===== src/rtl/mem_port_arbiter.sv =====
// Shares one single-ported memory between the instruction-fetch port (read-only)
// and the load/store port. Each access holds the strobe for MEM_LATENCY cycles, then acks for one cycle.
module mem_port_arbiter #(
   parameter int WORD_SIZE   = 16,
   parameter int MEM_LATENCY = 3
) (
   input  logic                 clk,
   input  logic                 reset_n,
   input  logic                 i_req,
   input  logic [WORD_SIZE-1:0] i_addr,
   output logic                 i_ack,
   output logic [WORD_SIZE-1:0] i_rdata,
   input  logic                 d_req,
   input  logic                 d_we,
   input  logic [WORD_SIZE-1:0] d_addr,
   input  logic [WORD_SIZE-1:0] d_wdata,
   output logic                 d_ack,
   output logic [WORD_SIZE-1:0] d_rdata,
   output logic                 mem_read,
   output logic                 mem_write,
   output logic [WORD_SIZE-1:0] mem_addr,
   output logic [WORD_SIZE-1:0] mem_wdata,
   input  logic [WORD_SIZE-1:0] mem_rdata,
   output logic                 busy,
   output logic                 owner_d
);

   typedef enum logic [1:0] {IDLE, BUSY, ACK} state_t;

   localparam logic [3:0] CNT_LOAD = 4'(MEM_LATENCY - 1);

   state_t     state, state_nxt;
   logic [3:0] cnt;
   logic       last_d;
   logic       we_q;
   logic       any_req;
   logic       grant_d;

   // On a tie, D wins only if I was granted last.
   assign any_req = i_req | d_req;
   assign grant_d = d_req & (~i_req | ~last_d);

   // NOTE: sequential state uses non-blocking assignments so every register
   // samples the pre-edge values of the others, regardless of statement order.
   always_ff @(posedge clk or negedge reset_n) begin
      if (!reset_n) state <= IDLE;
      else          state <= state_nxt;
   end

   // NOTE: every output of this block gets a default first, so no path can
   // leave one unassigned and infer a latch.
   always_comb begin
      state_nxt = state;
      mem_read  = 1'b0;
      mem_write = 1'b0;
      i_ack     = 1'b0;
      d_ack     = 1'b0;
      busy      = 1'b0;
      case (state)
         IDLE: begin
            if (any_req) state_nxt = BUSY;
         end
         BUSY: begin
            busy      = 1'b1;
            mem_read  = ~we_q;
            mem_write = we_q;
            if (cnt == 4'd0) state_nxt = ACK;
         end
         ACK: begin
            busy      = 1'b1;
            i_ack     = ~owner_d;
            d_ack     = owner_d;
            state_nxt = IDLE;
         end
         default: state_nxt = IDLE;
      endcase
   end

   always_ff @(posedge clk or negedge reset_n) begin
      if (!reset_n) begin
         cnt       <= 4'd0;
         last_d    <= 1'b1;
         owner_d   <= 1'b0;
         we_q      <= 1'b0;
         mem_addr  <= '0;
         mem_wdata <= '0;
         i_rdata   <= '0;
         d_rdata   <= '0;
      end else if (state == IDLE) begin
         if (any_req) begin
            owner_d   <= grant_d;
            we_q      <= grant_d & d_we;
            mem_addr  <= grant_d ? d_addr : i_addr;
            mem_wdata <= d_wdata;
            cnt       <= CNT_LOAD;
         end
      end else if (state == BUSY) begin
         if (cnt != 4'd0) begin
            cnt <= cnt - 4'd1;
         end else begin
            last_d <= owner_d;
            if (!we_q) begin
               if (owner_d) d_rdata <= mem_rdata;
               else         i_rdata <= mem_rdata;
            end
         end
      end
   end

endmodule


===== config.mk =====
export PLATFORM = sky130hd
export DESIGN_NAME = mem_port_arbiter
export DESIGN_NICKNAME = d
export VERILOG_FILES = /design/src/rtl/mem_port_arbiter.sv
export SDC_FILE = /design/constraint.sdc
export NUM_CORES = 1
export LEC_CHECK = 0
export CAP_MARGIN = 15
export CELL_PAD_IN_SITES_DETAIL_PLACEMENT = 1
export CELL_PAD_IN_SITES_GLOBAL_PLACEMENT = 1
export CORE_ASPECT_RATIO = 0.5
export CORE_MARGIN = 2
export CORE_UTILIZATION = 32
export DETAILED_ROUTE_END_ITERATION = 8
export PLACE_DENSITY_LB_ADDON = 0.05
export SYNTH_ARGS = -nofsm -noshare
export SYNTH_HDL_FRONTEND = slang
export SYNTH_SLANG_ARGS = --single-unit

===== constraint.sdc =====
create_clock -name clk -period 3 [get_ports clk]
set_clock_uncertainty 0.15 [all_clocks]
set_input_delay 0.6 -clock clk [delete_from_list [all_inputs] [get_ports clk]]
set_output_delay 0.6 -clock clk [all_outputs]
set_load 0.02 [all_outputs]

# Word-level counts from Yosys, hierarchy flattened
# Cells that the tools add are included.
# op_classes
eq_ne	4
n_bitwise	10
addsub	1
n_reduce_logical	12
mux	13
# op_table
operator	n
16-bit two-way mux	1
4-bit two-way mux	4
5-bit AND reduction	2
1-bit NOT	6
3-bit AND reduction	2
1-bit two-way mux	5
4-bit logical NOT	1
2-bit two-way mux	2
2-bit inequality test (second input constant)	2
2-bit case mux with 2 select lines	1
2-bit AND reduction	2
2-bit nonzero test	2
4-bit nonzero test	1
4-bit by 1-bit subtractor with 4-bit output (second input constant)	1
1-bit AND	2
2-bit by 1-bit equality test with 1-bit output (second input constant)	1
2-bit equality test (second input constant)	1
2-bit logical NOT	1
1-bit bitwise OR	2
2-bit OR reduction	1
# word_totals
input_bits	69
word_cells	49
regBits	73
output_inout_bits	70

# Logic depth before layout (Yosys ltp)
# logic_depth
depth_word	4
mapped_depth	8
depth_no_buf	5

# Worst setup path before layout
# No wires, ideal clock.
# synth_path
path_type	register to register
from	register state[0]
to	register d_rdata[10]
arrival_time_ns	1.794
setup_time_ns	0.125
path_stages_with_launch	9
n_path_buf	3
path_slack_ns	0.931
synth_period_minus_slack_ns	2.069
required_time_ns	2.725
cell_sequence	dfrtp_1 -> inv_1 -> ha_1 -> buf_6 -> nor4b_4 -> and3_1 -> buf_6 -> buf_12 -> mux2_4
# synth_via
elab_chain_cells	3
elab_cells_between_ends	4
classes_between	1 x eq/ne; 1 x bitwise; 2 x reduce/logical
# synth_lines
element	line	text
start, declared	32	state_t state, state_nxt;
start signal, assigned	47	else state <= state_nxt;
2-bit logical NOT	89	end else if (state == IDLE) begin
1-bit NOT (no source line)	n/a	
5-bit AND reduction (no source line) *	n/a	
end signal, assigned	103	if (owner_d) d_rdata <= mem_rdata;
end, declared	18	output logic [WORD_SIZE-1:0] d_rdata,
# Every way passes the cells marked *; elsewhere a longest branch is shown, timed or not.
# A chain may end at the register's enable or synchronous reset.

# Worst setup path in the final report
# layout_path
from	register state[1]
to	output mem_read
# layout_via
elab_chain_cells	2
# layout_lines
element	line	text
2-bit by 1-bit equality test with 1-bit output	59	case (state)
1-bit two-way mux	59	
end, declared	19	output logic mem_read,
# No other way between the ends.

==> flow_results.xml <==
<?xml version="1.0" encoding="UTF-8"?>
<metrics>
  <group name="worst_setup_path">
    <metric name="crit_required" unit="ns">2.25</metric>
    <metric name="crit_fanout" unit="">5</metric>
    <metric name="list_of_cells_traversed_by_the_critical_path" unit="">inv_1, ha_1, inv_1, nor2_1, clkdlybuf4s50_1</metric>
    <metric name="critical_path.top_delay_family" unit="">buffers and inverters</metric>
    <metric name="worst_ep_arrival_time" unit="ns">1.87</metric>
    <metric name="cp-start-kind" unit="">flip-flop</metric>
    <metric name="crit_path_top_delay_cell" unit="">clkdlybuf4s50_1</metric>
    <metric name="cp-end-kind" unit="">output pin</metric>
    <metric name="critical_path.max_stage_delay" unit="ns">0.60</metric>
    <metric name="critical_path.most_common_cell" unit="">inv_1</metric>
    <metric name="path_class" unit="">flip-flop to output pin</metric>
    <metric name="cp.buffers_inverters" unit="">3</metric>
  </group>
  <group name="yosys">
    <metric name="synth_edf_count" unit="">0</metric>
    <metric name="synth_seq_cells" unit="">73</metric>
    <metric name="portion_of_synthesized_cell_area_occupied_by_the_leading_cell_type" unit="%">57.37</metric>
    <metric name="syn_area_per_cell" unit="um2">12.22</metric>
    <metric name="synth_area_leaders" unit="">dfrtp_1 57%, mux2_2 8.2%, nand2_1 7.9%, mux2i_1 6.4%, mux2_4 4.8%</metric>
    <metric name="synthMostInstantiatedCell" unit="">dfrtp_1</metric>
    <metric name="syn_inst" unit="">257</metric>
    <metric name="ys_warn_count" unit="">0</metric>
    <metric name="synth_largest_area_cell" unit="">dfrtp_1</metric>
    <metric name="synth_nets" unit="">330</metric>
    <metric name="yosysSeqAreaShare" unit="%">58.21</metric>
    <metric name="async_flop_share" unit="%">100.0</metric>
    <metric name="netlist_area_pre_place" unit="um2">3141</metric>
    <metric name="yosys_most_used_dff" unit="">dfrtp_1</metric>
    <metric name="yosysUniqueCellTypes" unit="">33</metric>
    <metric name="synth_commonest_cells" unit="">72 x dfrtp_1, 66 x nand2_1, 23 x mux2_2</metric>
  </group>
  <group name="floorplan">
    <metric name="coreArea" unit="um2">9478</metric>
    <metric name="dieWidth" unit="um">144.1</metric>
    <metric name="dieHeight" unit="um">74.05</metric>
    <metric name="initial_utilization" unit="%">33.14</metric>
    <metric name="die_area" unit="um2">10670</metric>
    <metric name="placement_rows" unit="">25</metric>
    <metric name="ioPinCount" unit="">139</metric>
  </group>
  <group name="clock_tree">
    <metric name="number_of_resized_instances_in_the_post_cts_repair_step" unit="">0</metric>
    <metric name="inserted_clock_buffers" unit="">9</metric>
    <metric name="clk_transition_reported_paths" unit="ns">0.06</metric>
    <metric name="clock-sinks" unit="">73</metric>
    <metric name="clock_tree.buffer_depth" unit="">2</metric>
    <metric name="h_tree_depth" unit="">3</metric>
    <metric name="clkLatencyLatePin" unit="ns">0.33</metric>
    <metric name="tritoncts" unit="">built</metric>
    <metric name="buffers_inserted_by_post_cts_timing_repair" unit="">0</metric>
    <metric name="cts_root_buf" unit="">clkbuf_16</metric>
    <metric name="cts_hold_buf" unit="">0</metric>
  </group>
  <group name="global_route">
    <metric name="maximum_number_of_pins_on_one_net_before_global_route_repair" unit="">74</metric>
    <metric name="first_global_vias" unit="">2653</metric>
    <metric name="grt_antenna_before_repair" unit="">0</metric>
    <metric name="first_pass_grt_wire_length" unit="mm">13.38</metric>
    <metric name="grt_most_used_layer" unit="">met2</metric>
    <metric name="globalRouteOverflowTotal" unit="">0</metric>
    <metric name="grt.met2_usage" unit="%">27.88</metric>
    <metric name="groute.layer.met1.usage" unit="%">19.11</metric>
    <metric name="groute.usage.overall" unit="%">16.40</metric>
    <metric name="grt_use_met3" unit="%">7.534</metric>
  </group>
  <group name="sta">
    <metric name="max-slew-margin-rel" unit="%">37.06</metric>
    <metric name="fmaxAchievable" unit="MHz">382.0</metric>
    <metric name="finalSetupViolations" unit="">0</metric>
    <metric name="final_min_period_over_clock_period" unit="%">87.26</metric>
    <metric name="drv_slew" unit="">0</metric>
    <metric name="setup_tns" unit="ns">0</metric>
    <metric name="fin_crit" unit="ns">2.618</metric>
    <metric name="final-hold-violation-count" unit="">0</metric>
    <metric name="tightestPinTransition" unit="ns">0.9442</metric>
    <metric name="setup_repair_after_global_routing_missed_its_margin" unit="">false</metric>
  </group>
  <group name="power">
    <metric name="power.static_leakage" unit="nW">2.222</metric>
    <metric name="p_per_area" unit="nW/um2">1140</metric>
    <metric name="worst_ir_drop_vdd" unit="mV">0.4598</metric>
  </group>
  <group name="placed_design">
    <metric name="finalWeightedCongestion" unit="">0.7494</metric>
    <metric name="port_buffers" unit="">138</metric>
    <metric name="dp_hpwl" unit="mm">5.972</metric>
  </group>
  <group name="hold_path">
    <metric name="hold_path_class" unit="">primary input to asynchronous set/reset pin</metric>
  </group>
  <group name="routing">
    <metric name="drt_drc_violations_left" unit="">0</metric>
    <metric name="detail_route.iter0.violations" unit="">55</metric>
    <metric name="first_pass_iters" unit="">3</metric>
    <metric name="num_vias" unit="">2427</metric>
    <metric name="post_drt_wl_per_cell" unit="um">15.41</metric>
    <metric name="avgViaCountPerCell" unit="">4.520</metric>
    <metric name="detail-route-antenna-nets" unit="">0</metric>
    <metric name="routed_wl" unit="mm">8.273</metric>
  </group>
  <group name="layout">
    <metric name="finalNetCount" unit="">470</metric>
    <metric name="final_util" unit="%">52.45</metric>
    <metric name="diodes" unit="">0</metric>
    <metric name="areaGrowthSynthToFinish" unit="%">58.29</metric>
    <metric name="final_layout_size_suffix_gt1_share" unit="%">15.67</metric>
  </group>
  <group name="flow_run">
    <metric name="maxCapViolCount" unit="">0</metric>
  </group>
  <group name="run_status">
    <metric name="outcome" unit="">finished, final reports clean</metric>
  </group>
</metrics>
[worst register-to-register path: stages, from the launching register on]
cell and delay, ns:
dfrtp_1 0.36, inv_1 0.09, ha_1 0.36, nor4b_4 0.39, and3_1 0.19, buf_4 0.28, mux2_2 0.39
[routing by layer]
metal	share of wire, %	vias up	routed length [um]
met3	9.8	12	811
met2	47	85	3916
met5	0	-	0
met1	42	1186	3460
li1	-	1144	-
met4	1.0	0	85
[path summary, 6_finish.rpt]
| kind | from | endpoint | slack [ns] | depth (start not counted) |
|---|---|---|---|---|
| worst max-delay path | state[1] | mem_read | 0.38 | 5 |
| worst min-delay path | reset_n | d_rdata[15] | 0.27 | 1 |
| worst max register to register | state[0] | d_rdata[2] | 0.68 | 6 |
| worst min register to register | mem_wdata[8] | mem_wdata[8] | 0.33 | 2 |
| max in group asynchronous | reset_n | mem_addr[5] | 1.82 | 1 |
| min in group clk | mem_wdata[8] | mem_wdata[8] | 0.33 | 2 |
[metrics by stage]
step | cell area (um2) | hold slack (ns) | worst slack (ns) | cells | power [mW]
after floorplan | 3141 | 0.1544 | 0.9311 | 257 | 3.244
final | 4971 | 0.2737 | 0.3822 | 537 | 5.665
after global placement | 4641 | 0.3070 | 0.6883 | 521 | 4.452
after global routing | 4971 | 0.3380 | 0.2859 | 537 | 6.034
after CTS | 4971 | 0.3140 | 0.3568 | 537 | 5.759
after detailed placement | 4641 | 0.3195 | 0.6388 | 521 | 4.560
[sequential cells by signal (all words and copies together), names as in the netlist]
register   cells
cnt            4
d_rdata       16
i_rdata       16
last_d         1
mem_addr      16
mem_wdata     16
owner_d        1
state          2
we_q           1
[layout make-up]
| cell class | count | area (um2) |
|---|---|---|
| clock buffers | 10 | 239.0 |
| clock inverters | 6 | 91.34 |
| fillers | 1013 | 4507 |
| inverters | 5 | 18.77 |
| multi-input cells | 166 | 1216 |
| flip-flops and latches | 73 | 1828 |
| well taps | 135 | 168.9 |
| repair buffers | 142 | 1409 |
[layout by cell type (no fill, tap or decap), types with 4 or more instances in the layout]
cell type,instances
mux2_4,10
nor2_1,4
clkbuf_16,9
mux2_2,23
inv_1,5
buf_4,5
mux2i_1,20
ha_1,4
dfrtp_1,72
o21ai_0,16
clkdlybuf4s50_1,137
nand2_1,66
[power breakdown]
group | total (mW) | leakage (nW) | internal, mW | switching, mW
clock network | 1.16 | 0.163 | 0.753 | 0.410
registers | 1.77 | 0.898 | 1.48 | 0.293
logic | 2.73 | 1.16 | 1.38 | 1.36
total | 5.66 | 2.22 | 3.60 | 2.06
[kinds of logic after synthesis]
family,Yosys count,synth area share (%)
simple gates,82,11.99
flops,73,58.21
mux,53,19.40
compound gates,27,5.259
buf+inv,18,3.546
fa+ha+maj,4,1.594
Note: power is estimated with default switching activity, not from simulation.
